**config.mk**
```make
export PLATFORM = sky130hd
export DESIGN_NAME = attack_check_arb
export DESIGN_NICKNAME = d
export VERILOG_FILES = /design/src/rtl/attack_check_arb_pkg.sv /design/src/rtl/attack_check_arb_rr_arb2.sv /design/src/rtl/attack_check_arb.sv
export SDC_FILE = /design/constraint.sdc
export NUM_CORES = 1
export LEC_CHECK = 0
export CAP_MARGIN = 10
export CORE_AREA = 5 5 406 408
export CTS_BUF_LIST = sky130_fd_sc_hd__clkbuf_8
export CTS_CLUSTER_SIZE = 14
export DETAILED_ROUTE_END_ITERATION = 10
export DIE_AREA = 0 0 411 413
export PLACE_DENSITY = 0.37
export RECOVER_POWER = 25
export SYNTH_ARGS = -nofsm -noshare
export SYNTH_HDL_FRONTEND = slang
export SYNTH_HIERARCHICAL = 1
export SYNTH_SLANG_ARGS = --single-unit
```
**constraint.sdc**
```tcl
create_clock -name clk -period 2.4 [get_ports clk]
set_input_delay 0.24 -clock clk [delete_from_list [all_inputs] [get_ports clk]]
set_output_delay 0.24 -clock clk [all_outputs]
set_load 0.005 [all_outputs]
```
**src/rtl/attack_check_arb_pkg.sv**
```systemverilog
// Shared types and constants for the attack-check arbiter.
// Holds the FSM states, the side codes and the per-request context.
package attack_check_arb_pkg;

    typedef enum logic [1:0] {
        ST_IDLE  = 2'd0,
        ST_ISSUE = 2'd1,
        ST_WAIT  = 2'd2,
        ST_RESP  = 2'd3
    } state_t;

    localparam logic WHITE_ATTACK = 1'b0;
    localparam logic BLACK_ATTACK = 1'b1;

    localparam int unsigned DEFAULT_TIMEOUT = 8;
    localparam int unsigned CNT_W           = 8;
    localparam int unsigned SQUARES         = 64;

    typedef struct packed {
        logic [SQUARES-1:0] mask;
        logic               side;
    } req_ctx_t;

    // True when any square of interest is attacked by the requested side.
    function automatic logic any_hit(input req_ctx_t ctx,
                                     input logic [SQUARES-1:0] white,
                                     input logic [SQUARES-1:0] black);
        return |(ctx.mask & ((ctx.side == BLACK_ATTACK) ? black : white));
    endfunction

endpackage

```
**src/rtl/attack_check_arb_rr_arb2.sv**
```systemverilog
// Two-input round-robin grant; the pointer names the requester favoured on a tie.
module rr_arb2 (
    input  logic       clk,
    input  logic       reset,
    input  logic [1:0] req,
    input  logic       update,
    input  logic       served,
    output logic       grant_any_c,
    output logic       grant_idx_c
);

    logic ptr_q;

    // After a completion, favour the requester that was not just served.
    always_ff @(posedge clk or negedge reset) begin
        if (!reset) begin
            ptr_q <= 1'b0;
        end else if (update) begin
            ptr_q <= ~served;
        end
    end

    always_comb begin
        grant_any_c = |req;
        grant_idx_c = 1'b0;
        if (req == 2'b11) begin
            grant_idx_c = ptr_q;
        end else if (req[1]) begin
            grant_idx_c = 1'b1;
        end
    end

endmodule

```
**src/rtl/attack_check_arb.sv**
```systemverilog
// Arbitrates two requesters onto a shared 64-square attack array and reports
// whether any square of interest is attacked, with a timeout on the array.
module attack_check_arb
    import attack_check_arb_pkg::*;
#(
    parameter int unsigned PIECE_WIDTH = 4,
    parameter int unsigned SIDE_WIDTH  = PIECE_WIDTH * 8,
    parameter int unsigned BOARD_WIDTH = SIDE_WIDTH * 8,
    parameter int unsigned TIMEOUT     = DEFAULT_TIMEOUT
) (
    input  logic                   clk,
    input  logic                   reset,
    input  logic                   req0_valid,
    input  logic [BOARD_WIDTH-1:0] req0_board,
    input  logic [SQUARES-1:0]     req0_mask,
    input  logic                   req0_side,
    output logic                   req0_done,
    output logic                   req0_hit,
    output logic                   req0_err,
    input  logic                   req1_valid,
    input  logic [BOARD_WIDTH-1:0] req1_board,
    input  logic [SQUARES-1:0]     req1_mask,
    input  logic                   req1_side,
    output logic                   req1_done,
    output logic                   req1_hit,
    output logic                   req1_err,
    output logic [BOARD_WIDTH-1:0] board_out,
    output logic                   board_out_valid,
    input  logic [SQUARES-1:0]     attacked_white,
    input  logic [SQUARES-1:0]     attacked_black,
    input  logic                   attacked_valid
);

    state_t             state_q, state_d;
    logic [CNT_W-1:0]   cnt_q, cnt_d;
    req_ctx_t           ctx_q, ctx_d;
    logic               gidx_q, gidx_d;
    logic [1:0]         done_q, done_d;
    logic [1:0]         hit_q, hit_d;
    logic [1:0]         err_q, err_d;
    logic [BOARD_WIDTH-1:0] board_d;
    logic               bov_d;
    logic               grant_any_c;
    logic               grant_idx_c;
    logic               arb_update_c;
    logic               timeout_c;

    rr_arb2 u_rr_arb2 (
        .clk         (clk),
        .reset       (reset),
        .req         ({req1_valid, req0_valid}),
        .update      (arb_update_c),
        .served      (gidx_q),
        .grant_any_c (grant_any_c),
        .grant_idx_c (grant_idx_c)
    );

    assign timeout_c = (cnt_q == CNT_W'(TIMEOUT - 1));

    always_ff @(posedge clk or negedge reset) begin
        if (!reset) begin
            state_q <= ST_IDLE;
        end else begin
            state_q <= state_d;
        end
    end

    always_comb begin
        state_d = state_q;
        unique case (state_q)
            ST_IDLE:  if (grant_any_c) state_d = ST_ISSUE;
            ST_ISSUE: state_d = ST_WAIT;
            ST_WAIT:  if (attacked_valid || timeout_c) state_d = ST_RESP;
            ST_RESP:  state_d = ST_IDLE;
            default:  state_d = ST_IDLE;
        endcase
    end

    // Next values of every registered output; a real array result beats the timeout.
    always_comb begin
        board_d      = board_out;
        bov_d        = 1'b0;
        done_d       = '0;
        hit_d        = hit_q;
        err_d        = err_q;
        cnt_d        = cnt_q;
        ctx_d        = ctx_q;
        gidx_d       = gidx_q;
        arb_update_c = 1'b0;
        unique case (state_q)
            ST_IDLE: begin
                board_d = '0;
                cnt_d   = '0;
                if (grant_any_c) begin
                    gidx_d = grant_idx_c;
                    bov_d  = 1'b1;
                    if (grant_idx_c) begin
                        board_d = req1_board;
                        ctx_d   = '{mask: req1_mask, side: req1_side};
                    end else begin
                        board_d = req0_board;
                        ctx_d   = '{mask: req0_mask, side: req0_side};
                    end
                end
            end
            ST_ISSUE: cnt_d = '0;
            ST_WAIT: begin
                if (attacked_valid) begin
                    done_d[gidx_q] = 1'b1;
                    hit_d[gidx_q]  = any_hit(ctx_q, attacked_white, attacked_black);
                    err_d[gidx_q]  = 1'b0;
                end else if (timeout_c) begin
                    done_d[gidx_q] = 1'b1;
                    hit_d[gidx_q]  = 1'b0;
                    err_d[gidx_q]  = 1'b1;
                end else begin
                    cnt_d = cnt_q + CNT_W'(1);
                end
            end
            ST_RESP: begin
                board_d      = '0;
                cnt_d        = '0;
                arb_update_c = 1'b1;
            end
            default: ;
        endcase
    end

    always_ff @(posedge clk or negedge reset) begin
        if (!reset) begin
            cnt_q           <= '0;
            ctx_q           <= '0;
            gidx_q          <= 1'b0;
            done_q          <= '0;
            hit_q           <= '0;
            err_q           <= '0;
            board_out       <= '0;
            board_out_valid <= 1'b0;
        end else begin
            cnt_q           <= cnt_d;
            ctx_q           <= ctx_d;
            gidx_q          <= gidx_d;
            done_q          <= done_d;
            hit_q           <= hit_d;
            err_q           <= err_d;
            board_out       <= board_d;
            board_out_valid <= bov_d;
        end
    end

    assign req0_done = done_q[0];
    assign req1_done = done_q[1];
    assign req0_hit  = hit_q[0];
    assign req1_hit  = hit_q[1];
    assign req0_err  = err_q[0];
    assign req1_err  = err_q[1];

endmodule

```
### Yosys cells after proc, flatten, opt, wreduce, memory -nomap -nowiden

Cells that the tools add are included.
Widths: inputs -> output; s select.

* shifts and indexed selects: 0
* multiply operators: 0
* reduce and logical (&&, ||, !) cells: 12
* mux-type cells: 26
* magnitude comparators: 2
* equal/unequal tests: 9
* bitwise logic cells: 6
* $add $sub $neg: 1
* divide/modulo/power cells: 0

Operators with widths (count)
* $mux 256: 2
* $pmux 256 s2: 1
* $mux 65: 1
* $and 64x64->64: 1
* $mux 64: 1
* $reduce_or 64->1: 1
* $mux 2: 9
* $mux 8: 2
* $pmux 8 s2: 1
* $add 8x1->8 const B: 1
* $eq 8x3->1 const B: 1
* $ne 2x2->1 const B: 4
* $pmux 2 s4: 1
* $reduce_and 2->1: 4
* $eq 2x2->1 const B: 3
* $mux 1: 6
* $and 2x2->2: 2
* $reduce_bool 2->1: 2
* $reduce_or 3->1: 1
* $bwmux 2: 1
* $eq 2x1->1 const B: 1
* $logic_not 2->1: 1
* $lt 1x2->1 const B: 1
* $not 2->2: 1
* 7 further kinds: 7

* latch bits: 0
* bits in writable memories: 0
* memories: 0
* input port bits: 775
* ROM bits: 0
* flip-flop bits (word level): 340

### Logic depth before layout (Yosys ltp)

Gate-level depths: netlist (run 1).

* word-level depth: 8
* depth in mapped cells: 8

### Hierarchy

The synthesis (run 1) kept the hierarchy.

By module, submodules not included
* attack_check_arb: seq. area each 8483.1 sq um, cells each 1578, times used 1, area an instance 16434.5 sq um
* rr_arb2: seq. area each 25.0 sq um, cells each 6, times used 1, area an instance 51.3 sq um

### Worst setup path after synthesis (run 1)

No wires, ideal clock.

* kind: reg-to-reg
* start: register ctx_q[0] (netlist bit)
* end: register hit_q[0]
* buffers on the path: 2
* path slack: 487 ps
* cell stages (with the launch flop): 9
* required time: 2278 ps
* data arrival time: 1791 ps
* period minus slack after synthesis: 1913 ps
* cell sequence: dfrtp_1 > buf_6 > buf_2 > mux2_2 > a22oi_1 > nand4_1 > nor4_1 > nand2_1 > a32o_1

* cells in the longest elaborated chain, start to end: 5

RTL lines
* from (decl): RTL line attack_check_arb.sv:36 `req_ctx_t ctx_q, ctx_d;`
* from (signal assigned): RTL line attack_check_arb.sv:141 `ctx_q <= ctx_d;`
* $mux 64: RTL line attack_check_arb_pkg.sv:28 `return |(ctx.mask & ((ctx.side == BLACK_ATTACK) ? black : white));`
* $and 64x64->64: RTL line attack_check_arb_pkg.sv:28
* $reduce_or 64->1: RTL line attack_check_arb_pkg.sv:28
* $bwmux 2: RTL line attack_check_arb.sv:110 `hit_d[gidx_q] = any_hit(ctx_q, attacked_white, attacked_black);`
* $mux 2: RTL line attack_check_arb.sv:108 `if (attacked_valid) begin`
* to (signal assigned): RTL line attack_check_arb.sv:144 `hit_q <= hit_d;`
* to (decl): RTL line attack_check_arb.sv:39 `logic [1:0] hit_q, hit_d;`

Every way passes these cells.
A chain may end at the register's enable or synchronous reset.

### Worst setup path after layout (run 1)

Same ends and word-level chain as after synthesis.

==> metrics.yaml, run 1 <==
global_routing:
  grt_max_degree: 90
  gr-total-overflow: 0
  antenna_found_initial: 87
  grt_first_pass_wirelength_um: 166000
  grt_pass1_vias: 17900
  grt_usage_pct: 14.4
sta:
  hold_viol_final: 0
  setup_viol_count_final: 1
  slew_headroom_pct: 8.87
  fin_crit_sh_pct: 101
  maxSlewViolCount: 0
  finClkSkew_ns: 0.0383
  setup_tns_ns: -0.0224
  max_freq_ghz: 0.413
  rsz0062_at_grt: "yes"
  setup_ws_ns: -0.0224
  worstMarginPinSlew_ns: 1.37
  fin_crit_ns: 2.42
run:
  maxCapViolations: 0
yosys:
  synth_edf_count: 0
  ys_types: 36
  async_reset_ff_share_pct: 100
  yosys_warnings: 6
  netlist_instances: 1584
  synth-seq-cells: 340
  yosys-top-cells-area: "dfrtp_1 52%, mux2i_1 20%, o21ai_1 7.5%, nand2_1 5.9%, mux2_2 2.4%"
  syn_area_per_cell_um2: 10.4
  synthFlopType: "dfrtp_1"
  yosysTopAreaCellShare_pct: 51.6
  synth_nets: 2364
  yosysSeqAreaShare_pct: 51.6
  yosys.area.top_type: "dfrtp_1"
  syn_area_mm2: 0.0165
power:
  p_int_mw: 20.5
  pwr-share-clk_pct: 20.2
  seqPwrFrac_pct: 29.6
  p_switching_mw: 13.9
  power_frac_comb_pct: 50.2
  leakagePower_nw: 13.1
  swShare_pct: 40.3
  powerDensity_mw_per_mm2: 1070
  vdd_drop_max_v: 0.000822
detailed_routing:
  route.met3.wl_um: 9670
  drtPass1Iterations: 5
  post_drt_wl_per_cell_um: 25.9
  drt-met1-wl_um: 52700
  vias_per_cell: 3.44
  initialDrtViolationCount: 833
  final_antenna_net_count: 0
  drt-total-wl_um: 129000
  highest_layer: "met5"
  via_count: 17100
  wl_met2_um: 64100
  drc: 0
placement:
  dpl.cell_count: 4800
  hpwlAfterDp_um: 107000
  postPlaceCellArea_mm2: 0.0304
  place.gp.congestion: 0.849
  dp_slack_ns: -0.157
  portBuffers: 1037
floorplan:
  core_mm2: 0.161
  start_util_pct: 10.2
  ios: 1038
  die_height_um: 413
  die_width_um: 411
  dieArea_mm2: 0.170
  placementRows: 148
cts:
  cts_tree: "built"
  clk_pin_slew_ns: 0.06
  clock_path_buffers: 3
  cts.sinks: 340
  htree_levels: 3
  cts_buffers: 78
  root_buffer: "clkbuf_8"
  insertion_delay_ns: 0.69
worst_setup_path:
  critPathMaxFanout: 8
  ff2ff_setup_slack_ns: -0.02
  reg2regPathDepth: 8
  cp-start-kind: "flip-flop"
  r2r_start: "ctx_q[0]"
  crit_type: "flip-flop to flip-flop"
  cp.arrival_ns: 3.00
  cp.required_ns: 2.98
  crit_path_end_kind: "flip-flop"
  regToRegEndpoint: "hit_q[0]"
layout:
  layout_common_cells: "1036 x clkdlybuf4s50_1, 339 x dfrtp_1, 322 x mux2i_1, 259 x nand2_1, 247 x o21ai_1"
  fin_cells: 4970
  drive_gt1_share_pct: 10.7
  nNetsFinal: 3500
  final_area_mm2: 0.0323
  syn_to_final_growth_pct: 95.7
  final_common_cell: "clkdlybuf4s50_1"
status:
  status: "finished, violations left"
  violations: "setup timing"
hold_path:
  hp-class: "input port to flip-flop"
  min_from: "req0_board[206]"
  hold_end: "board_out[206]"
  whs_path_depth: 3
-- power by group through the flow --
| stage | registers, mW | logic, mW | clock network (mW) |
|---|---|---|---|
| after CTS | 10.1 | 17.6 | 7.38 |
| after global placement | 10.1 | 17.4 | 0 |
| after floorplan | 9.62 | 7.14 | 0 |
| after detailed placement | 10.1 | 17.4 | 0 |
| after global routing | 10.5 | 18.8 | 7.56 |
| final | 10.2 | 17.2 | 6.96 |
-- final cells by class --
cell class                      count  area [um^2]
Antenna cell                       23         57.6
Clock buffer                       97         1340
Clock inverter                     35          229
Fill cell                       17900       129000
Inverter                            5         18.8
Multi-Input combinational cell   1123         7590
Sequential cell                   340         8510
Tap cell                         2175         2720
Timing Repair Buffer             1172        11800
-- cells by family (layout without fill, tap and decap cells) --
logic type	Yosys count	in the layout	share of synthesized area, %
mux	387	387	24.1
simple gates	361	361	8.80
flops	340	340	51.6
other cells	0	23	0
compound gates	363	363	11.6
xor+xnor	7	7	0.372
fa+ha+maj	5	5	0.379
buf+inv	121	1309	3.17
-- through the flow --
| stage | util (%) | hold WS [ns] | power, mW |
|---|---|---|---|
| floorplan | - | -0.0556 | 16.8 |
| finish | 20.0 | 0.158 | 34.4 |
| global route | 20.0 | 0.0615 | 36.8 |
| global placement | 18.9 | 0.334 | 27.5 |
| detailed placement | 18.9 | 0.334 | 27.5 |
| CTS | 19.9 | 0.00117 | 35.1 |
-- worst max-delay path, cell delays in order (launching register included) --
cell,delay [ns]
dfrtp_4,0.56
buf_12,0.18
buf_6,0.13
mux2_1,0.32
a22oi_1,0.18
nand4_1,0.18
nor4_2,0.34
nand2_2,0.15
a32o_1,0.25
-- registers in the layout (all words and copies together), names as in the netlist, named ones only --
signal / count
cnt_q: 8
u_rr_arb2/ptr_q: 1
done_q: 2
state_q: 2
ctx_q: 65
board_out: 256
gidx_q: 1
hit_q: 2
board_out_valid: 1
-- layer usage --
layer  global-route usage, %  vias to the layer above
li1                        -                     7884
met1                    17.2                     8246
met2                    24.8                      728
met3                    4.95                      204
met4                    3.57                       20
met5                       0                        -
-- Yosys cell counts (all sizes together), types with 2 or more instances --
cell type and n:
buf 43, and4 2, ha 5, xor2 3, nor4 2, nor2b 4
mux2 65, a21oi 69, nand2 260, o21ai 258, inv 5, a22oi 32
clkbuf 73, nor2 67, nand3 2, nand4 8, and3 2, dfrtp 340
xnor2 4, mux2i 322, and2 8
-- how the worst max path moves through the flow --
stage | cells past startpoint | end | start
after floorplan | 8 | hit_q[0] | ctx_q[0]
after global placement | 7 | hit_q[0] | ctx_q[0]
after detailed placement | 7 | hit_q[0] | ctx_q[0]
after CTS | 8 | hit_q[0] | ctx_q[0]
after global routing | 8 | hit_q[0] | ctx_q[0]
final | 8 | hit_q[0] | ctx_q[0]
-- timing repair --
item | 4_1_cts | 5_1_grt
pin swaps | 3 | 19
buffers inserted | 1 | 5
endpoints found under the setup margin | 2 | 2
cloned | 1 | 2
hold buffers | 7 | 0
endpoints found under the hold margin | 117 | 0
resized for setup | 9 | 20
Power figures use the tool's default switching activity.
==> run 2, diff against run 1 <==
Settings changed: RECOVER_POWER 25 to 100.
==> run 2 against run 1 <==
The flow still finishes with violations (setup timing). Total power shrank 4.4%. Count of clock-buffer cells in the layout is the same. First-iteration DRC count is 8.9% higher. Design area is 0.61% lower. Sequential share of layout area up 0.16 points. Clock power about the same. Routed wire length is essentially flat. Worst setup slack better by 0.0063 ns.
==> metrics.yaml, run 2 (synthesis results as in run 1) <==
status:
  status: "finished, violations left"  # unchanged
  violations: "setup timing"  # unchanged
sta:
  setup_ws_ns: -0.0161  # was -0.0224 ns
  slew_headroom_pct: 9.72  # was 8.87%
  fin_crit_ns: 2.42  # about the same
  maxSlewViolCount: 0  # unchanged
  max_freq_ghz: 0.414  # was 0.413 GHz
  rsz0062_at_grt: "yes"  # unchanged
  hold_viol_final: 0  # unchanged
  fin_crit_sh_pct: 101  # about the same
  worstMarginPinSlew_ns: 1.35  # was 1.37 ns
  setup_viol_count_final: 1  # unchanged
  finClkSkew_ns: 0.0371  # was 0.0383 ns
worst_setup_path:
  critPathMaxFanout: 8  # unchanged
  cp.arrival_ns: 3.00  # about the same
  crit_path_end_kind: "flip-flop"  # unchanged
  cp-start-kind: "flip-flop"  # unchanged
  crit_type: "flip-flop to flip-flop"  # unchanged
  cp.required_ns: 2.98  # about the same
global_routing:
  grt_pass1_vias: 17900  # unchanged
  grt_first_pass_wirelength_um: 166000  # unchanged
  antenna_found_initial: 90  # was 87
  grt_usage_pct: 14.4  # unchanged
  gr-total-overflow: 0  # unchanged
  grt_max_degree: 90  # unchanged
detailed_routing:
  drc: 0  # unchanged
  drtPass1Iterations: 4  # was 5
  initialDrtViolationCount: 907  # was 833
  vias_per_cell: 3.43  # was 3.44
  via_count: 17100  # about the same
  post_drt_wl_per_cell_um: 25.9  # about the same
  final_antenna_net_count: 0  # unchanged
  drt-total-wl_um: 129000  # about the same
floorplan:
  dieArea_mm2: 0.170  # unchanged
  die_width_um: 411  # unchanged
  core_mm2: 0.161  # unchanged
  ios: 1038  # unchanged
  die_height_um: 413  # unchanged
  placementRows: 148  # unchanged
  start_util_pct: 10.2  # unchanged
cts:
  cts.sinks: 340  # unchanged
  clock_path_buffers: 3  # unchanged
  root_buffer: "clkbuf_8"  # unchanged
  cts_tree: "built"  # unchanged
  insertion_delay_ns: 0.69  # about the same
  clk_pin_slew_ns: 0.06  # about the same
  htree_levels: 3  # unchanged
  cts_buffers: 78  # unchanged
placement:
  hpwlAfterDp_um: 107000  # unchanged
  dpl.cell_count: 4800  # unchanged
  place.gp.congestion: 0.849  # unchanged
  portBuffers: 1037  # unchanged
power:
  leakagePower_nw: 13.5  # was 13.1 nW
  powerDensity_mw_per_mm2: 1020  # was 1070 mW/mm^2
  vdd_drop_max_v: 0.000793  # was 0.000822 V
layout:
  fin_cells: 4971  # was 4970
  final_util_pct: 19.9  # was 20.0%
  largest_reg_flops: 256  # unchanged
  layout_common_cells: "774 x clkdlybuf4s50_1, 339 x dfrtp_1, 322 x mux2i_1, 269 x dlygate4sd3_1, 259 x nand2_1"  # was 1036 x clkdlybuf4s50_1, 339 x dfrtp_1, 322 x mux2i_1, 259 x nand2_1, 247 x o21ai_1
  fill_cells: 17900  # about the same
  final_common_cell: "clkdlybuf4s50_1"  # unchanged
  regMostFlops: "board_out"  # unchanged
  top_regs: "board_out: 256 flops, ctx_q: 65 flops, cnt_q: 8 flops"  # unchanged
  drive_gt1_share_pct: 10.4  # was 10.7%
  syn_to_final_growth_pct: 94.5  # was 95.7%
  nNetsFinal: 3500  # unchanged
hold_path:
  hp-class: "input port to flip-flop"  # unchanged
run:
  maxCapViolations: 0  # unchanged
==> run 2: changes by cell type in the layout (fill, tap and decap cells not counted), moves of 6 or more <==
cell             change
clkdlybuf4s50_1    -262
dlygate4sd3_1      +262
o21ai_0            +160
o21ai_1            -160
buf_12              -14
buf_4                -9
clkbuf_2             +7
clkbuf_4             +6
==> run 2: cell type report <==
| cell class | count | area, um^2 | area share (%) |
|---|---|---|---|
| Clock inverter | 35 | 229 | 0.714 |
| Multi-Input combinational cell | 1123 | 7590 | 23.7 |
| Antenna cell | 24 | 60.1 | 0.187 |
| Tap cell | 2175 | 2720 | 8.49 |
| Timing Repair Buffer | 1172 | 11600 | 36.2 |
| Sequential cell | 340 | 8510 | 26.5 |
| Clock buffer | 97 | 1340 | 4.16 |
| Inverter | 5 | 18.8 | 0.0585 |
==> run 2: routing by layer <==
metal	vias to the layer above	track usage, %	share of wire, %
li1	7889	-	-
met2	741	24.8	50
met4	22	3.57	1.8
met5	-	0	0.11
met1	8190	17.2	40
met3	213	4.95	7.9
==> run 2: path summary, 6_finish.rpt <==
kind	cells after the start	endpoint	slack [ns]	start
setup / recovery	8	hit_q[0]	-0.02	ctx_q[0]
hold / removal	3	board_out[203]	0.16	req0_board[203]
setup reg to reg	8	hit_q[0]	-0.02	ctx_q[0]
hold reg to reg	2	board_out[171]	0.48	board_out[171]
max in group asynchronous	3	board_out[20]	0.22	reset
min in group asynchronous	2	ctx_q[32]	0.39	reset
==> run 2: stage by stage <==
step	hold WS, ns	setup TNS (ns)	instance area, um^2	worst slack, ns	power (mW)
floorplan	-0.0556	0	16500	0.487	16.8
global placement	0.334	-0.199	30400	-0.140	27.5
detailed placement	0.334	-0.229	30400	-0.157	27.5
CTS	0.00117	-0.0123	32200	-0.0123	35.1
global route	0.0656	-0.391	32000	-0.0687	35.4
finish	0.163	-0.0161	32100	-0.0161	32.9
==> run 2: critical path: stages, from the launching register on <==
cell and delay [ns]:
dfrtp_4 0.56, buf_12 0.18, buf_6 0.13, mux2_1 0.32, a22oi_1 0.18, nand4_1 0.18, nor4_2 0.34, nand2_2 0.15
a32o_1 0.25
==> run 2: what timing repair did <==
item / CTS / global route
endpoints found under the setup margin: 2 / 2
gates resized for setup: 9 / 20
cloned: 1 / 2
hold endpoints to repair: 117 / 0
setup buffers: 1 / 5
pin swaps: 3 / 19
hold buffers: 7 / 0
==> run 2: power by group <==
part | switching (mW) | internal (mW)
combinational | 8.61 | 7.20
sequential | 1.80 | 8.28
clock | 3.11 | 3.84
==> run 3, diff against run 2 <==
Settings changed: CORE_AREA 5 5 406 408 to 2 2 399 401, DIE_AREA 0 0 411 413 to 0 0 401 403.
Clock period 2.4 ns to 2.9 ns, I/O delays scaled along.
==> run 3 against run 2 <==
The run ends with capacitance limit, slew limit left. Cell count decreased by 3.0%. Clock skew grew 0.0073 ns. Sequential share of layout area rose by 0.65 points. Routed wire length decreased by 6.5%. Non-clock buffer count decreased by 45. Worst setup slack gained 0.17 ns. Sequential cell count unchanged. Via count shrank 1.8%. Sequential power is 18% lower. Design area shrank 2.4%. Critical path depth stayed put. Clock power down 19%. Critical path type unchanged.
==> metrics.yaml, run 3 (synthesis results as in run 1) <==
status:
  status: "finished, violations left"  # unchanged
  violations: "capacitance limit, slew limit"  # was setup timing
power:
  leakagePower_nw: 13.2  # was 13.5 nW
  p_int_mw: 15.4  # was 19.3 mW
  vdd_drop_max_v: 0.00120  # was 0.000793 V
  seqPwrFrac_pct: 31.3  # was 30.7%
  finalPower_mw: 26.3  # was 32.9 mW
  power_frac_comb_pct: 47.3  # was 48.1%
  pwr-share-clk_pct: 21.4  # was 21.2%
  swShare_pct: 41.5  # was 41.2%
  powerDensity_mw_per_mm2: 840  # was 1020 mW/mm^2
  p_switching_mw: 10.9  # was 13.5 mW
sta:
  max_freq_ghz: 0.365  # was 0.414 GHz
  maxSlewViolCount: 58  # was 0
  rsz0062_at_grt: "no"  # was yes
  setup_viol_count_final: 0  # was 1
  setup_tns_ns: 0  # was -0.0161 ns
  fin_crit_ns: 2.74  # was 2.42 ns
  hold_viol_final: 0  # unchanged
  fin_crit_sh_pct: 94.6  # was 101%
  finClkSkew_ns: 0.0444  # was 0.0371 ns
  worstMarginPinSlew_ns: 2.36  # was 1.35 ns
  slew_headroom_pct: -57.3  # was 9.72%
detailed_routing:
  post_drt_wl_per_cell_um: 24.9  # was 25.9 um
  initialDrtViolationCount: 885  # was 907
  drt-total-wl_um: 120000  # was 129000 um
  final_antenna_net_count: 0  # unchanged
  vias_per_cell: 3.47  # was 3.43
  drtPass1Iterations: 5  # was 4
  drc: 0  # unchanged
  via_count: 16700  # was 17100
global_routing:
  grt_pass1_vias: 17600  # was 17900
  grt_first_pass_wirelength_um: 158000  # was 166000 um
  use_met1_pct: 16.3  # was 17.2%
  busiest_layer: "met2"  # unchanged
  grt_usage_pct: 14.4  # about the same
  gr-total-overflow: 0  # unchanged
  grt_max_degree: 134  # was 90
  grt_use_met2_pct: 24.3  # was 24.8%
  met3_usage_pct: 5.69  # was 4.95%
  antenna_found_initial: 78  # was 90
layout:
  final_common_cell: "clkdlybuf4s50_1"  # unchanged
  final_util_pct: 19.9  # about the same
  regMostFlops: "board_out"  # unchanged
  layout_common_cells: "773 x clkdlybuf4s50_1, 339 x dfrtp_1, 322 x mux2i_1, 264 x dlygate4sd3_1, 260 x nand2_1"  # was 774 x clkdlybuf4s50_1, 339 x dfrtp_1, 322 x mux2i_1, 269 x dlygate4sd3_1, 259 x nand2_1
  nNetsFinal: 3455  # was 3500
  syn_to_final_growth_pct: 89.9  # was 94.5%
  top_regs: "board_out: 256 flops, ctx_q: 65 flops, cnt_q: 8 flops"  # unchanged
  drive_gt1_share_pct: 7.51  # was 10.4%
  largest_reg_flops: 256  # unchanged
cts:
  insertion_delay_ns: 0.75  # was 0.69 ns
  cts.sinks: 340  # unchanged
  post_cts_resized: 0  # was 9
  cts_buffers: 78  # unchanged
  clk_pin_slew_ns: 0.06  # about the same
  clock_path_buffers: 3  # unchanged
  cts_tree: "built"  # unchanged
  root_buffer: "clkbuf_8"  # unchanged
  htree_levels: 3  # unchanged
worst_setup_path:
  critPathMaxFanout: 46  # was 8
  crit_path_end_kind: "flip-flop"  # unchanged
  cp.arrival_ns: 3.35  # was 3.00 ns
  cp-start-kind: "flip-flop"  # unchanged
  crit_type: "flip-flop to flip-flop"  # unchanged
  r2r_start: "ctx_q[0]"  # unchanged
  critPathLaunch: "ctx_q[0]"  # unchanged
  cp.required_ns: 3.51  # was 2.98 ns
placement:
  portBuffers: 1037  # unchanged
  place.gp.congestion: 0.796  # was 0.849
  hpwlAfterDp_um: 98800  # was 107000 um
hold_path:
  hp-class: "input port to flip-flop"  # unchanged
  min_from: "req0_board[217]"  # was req0_board[203]
run:
  maxCapViolations: 1  # was 0
floorplan:
  die_height_um: 403  # was 413 um
  placementRows: 146  # was 148
  ios: 1038  # unchanged
  dieArea_mm2: 0.162  # was 0.170 mm^2
  die_width_um: 401  # was 411 um
  core_mm2: 0.157  # was 0.161 mm^2
  start_util_pct: 10.5  # was 10.2%
[run 3: cell count changes in the layout (fill, tap and decap cells not counted), sizes merged]
cell	delta
clkinv	-3
inv	+13
buf	-42
dlygate4sd3	-5
diode	-2
clkdlybuf4s50	-1
clkbuf	-4
[run 3: final cells by class]
type | count | area [um^2]
Antenna cell | 22 | 55.1
Clock buffer | 90 | 1240
Clock inverter | 45 | 282
Fill cell | 17500 | 126000
Inverter | 5 | 18.8
Multi-Input combinational cell | 1123 | 7470
Sequential cell | 340 | 8510
Tap cell | 2072 | 2590
Timing Repair Buffer | 1127 | 11100
[run 3: worst paths after layout]
| path | end | slack, ns | depth (start not counted) |
|---|---|---|---|
| hold / removal | board_out[217] | 0.16 | 3 |
| setup reg to reg | hit_q[0] | 0.16 | 8 |
| max in group asynchronous | ctx_q[56] | 0.41 | 3 |
| hold reg to reg | board_out[172] | 0.47 | 2 |
| setup / recovery | hit_q[0] | 0.16 | 8 |
| min in group asynchronous | ctx_q[53] | 0.81 | 2 |
[run 3: per-stage QoR]
step | cells | hold WS (ns) | area [um^2] | setup WS, ns
floorplan | 1584 | -0.00559 | 16500 | 0.987
global placement | 4666 | 0.360 | 29900 | -0.0216
detailed placement | 4666 | 0.363 | 29900 | 0.131
CTS | 4802 | 0.0313 | 31500 | 0.129
global route | 4818 | 0.112 | 31300 | 0.0722
finish | 4824 | 0.163 | 31300 | 0.157
[run 3: per-layer routing]
metal	vias to the layer above	wire length [um]
li1	7798	-
met1	7960	47200
met2	764	59100
met3	202	10600
met4	22	3360
met5	-	132
[run 3: timing repair]
item / 4_1_cts / 5_1_grt
endpoints found under the hold margin: 110 / 0
setup buffers: 0 / 0
hold buffers: 1 / 0
[run 3: worst max-delay path, stage by stage (launching register included)]
cell and delay (ns):
dfrtp_4 0.42, buf_12 0.24, mux2_1 0.39, a22oi_1 0.36, nand4_1 0.14, nor4_1 0.32
buf_4 0.16, nand2_1 0.18, a32o_1 0.34
[run 3: power groups by stage]
stage | Sequential (mW) | Combinational, mW | Clock [mW]
floorplan | 7.96 | 5.90 | 0
global placement | 8.35 | 14.0 | 0
detailed placement | 8.35 | 14.0 | 0
CTS | 8.32 | 14.0 | 5.97
global route | 8.49 | 13.8 | 6.14
finish | 8.24 | 12.4 | 5.62
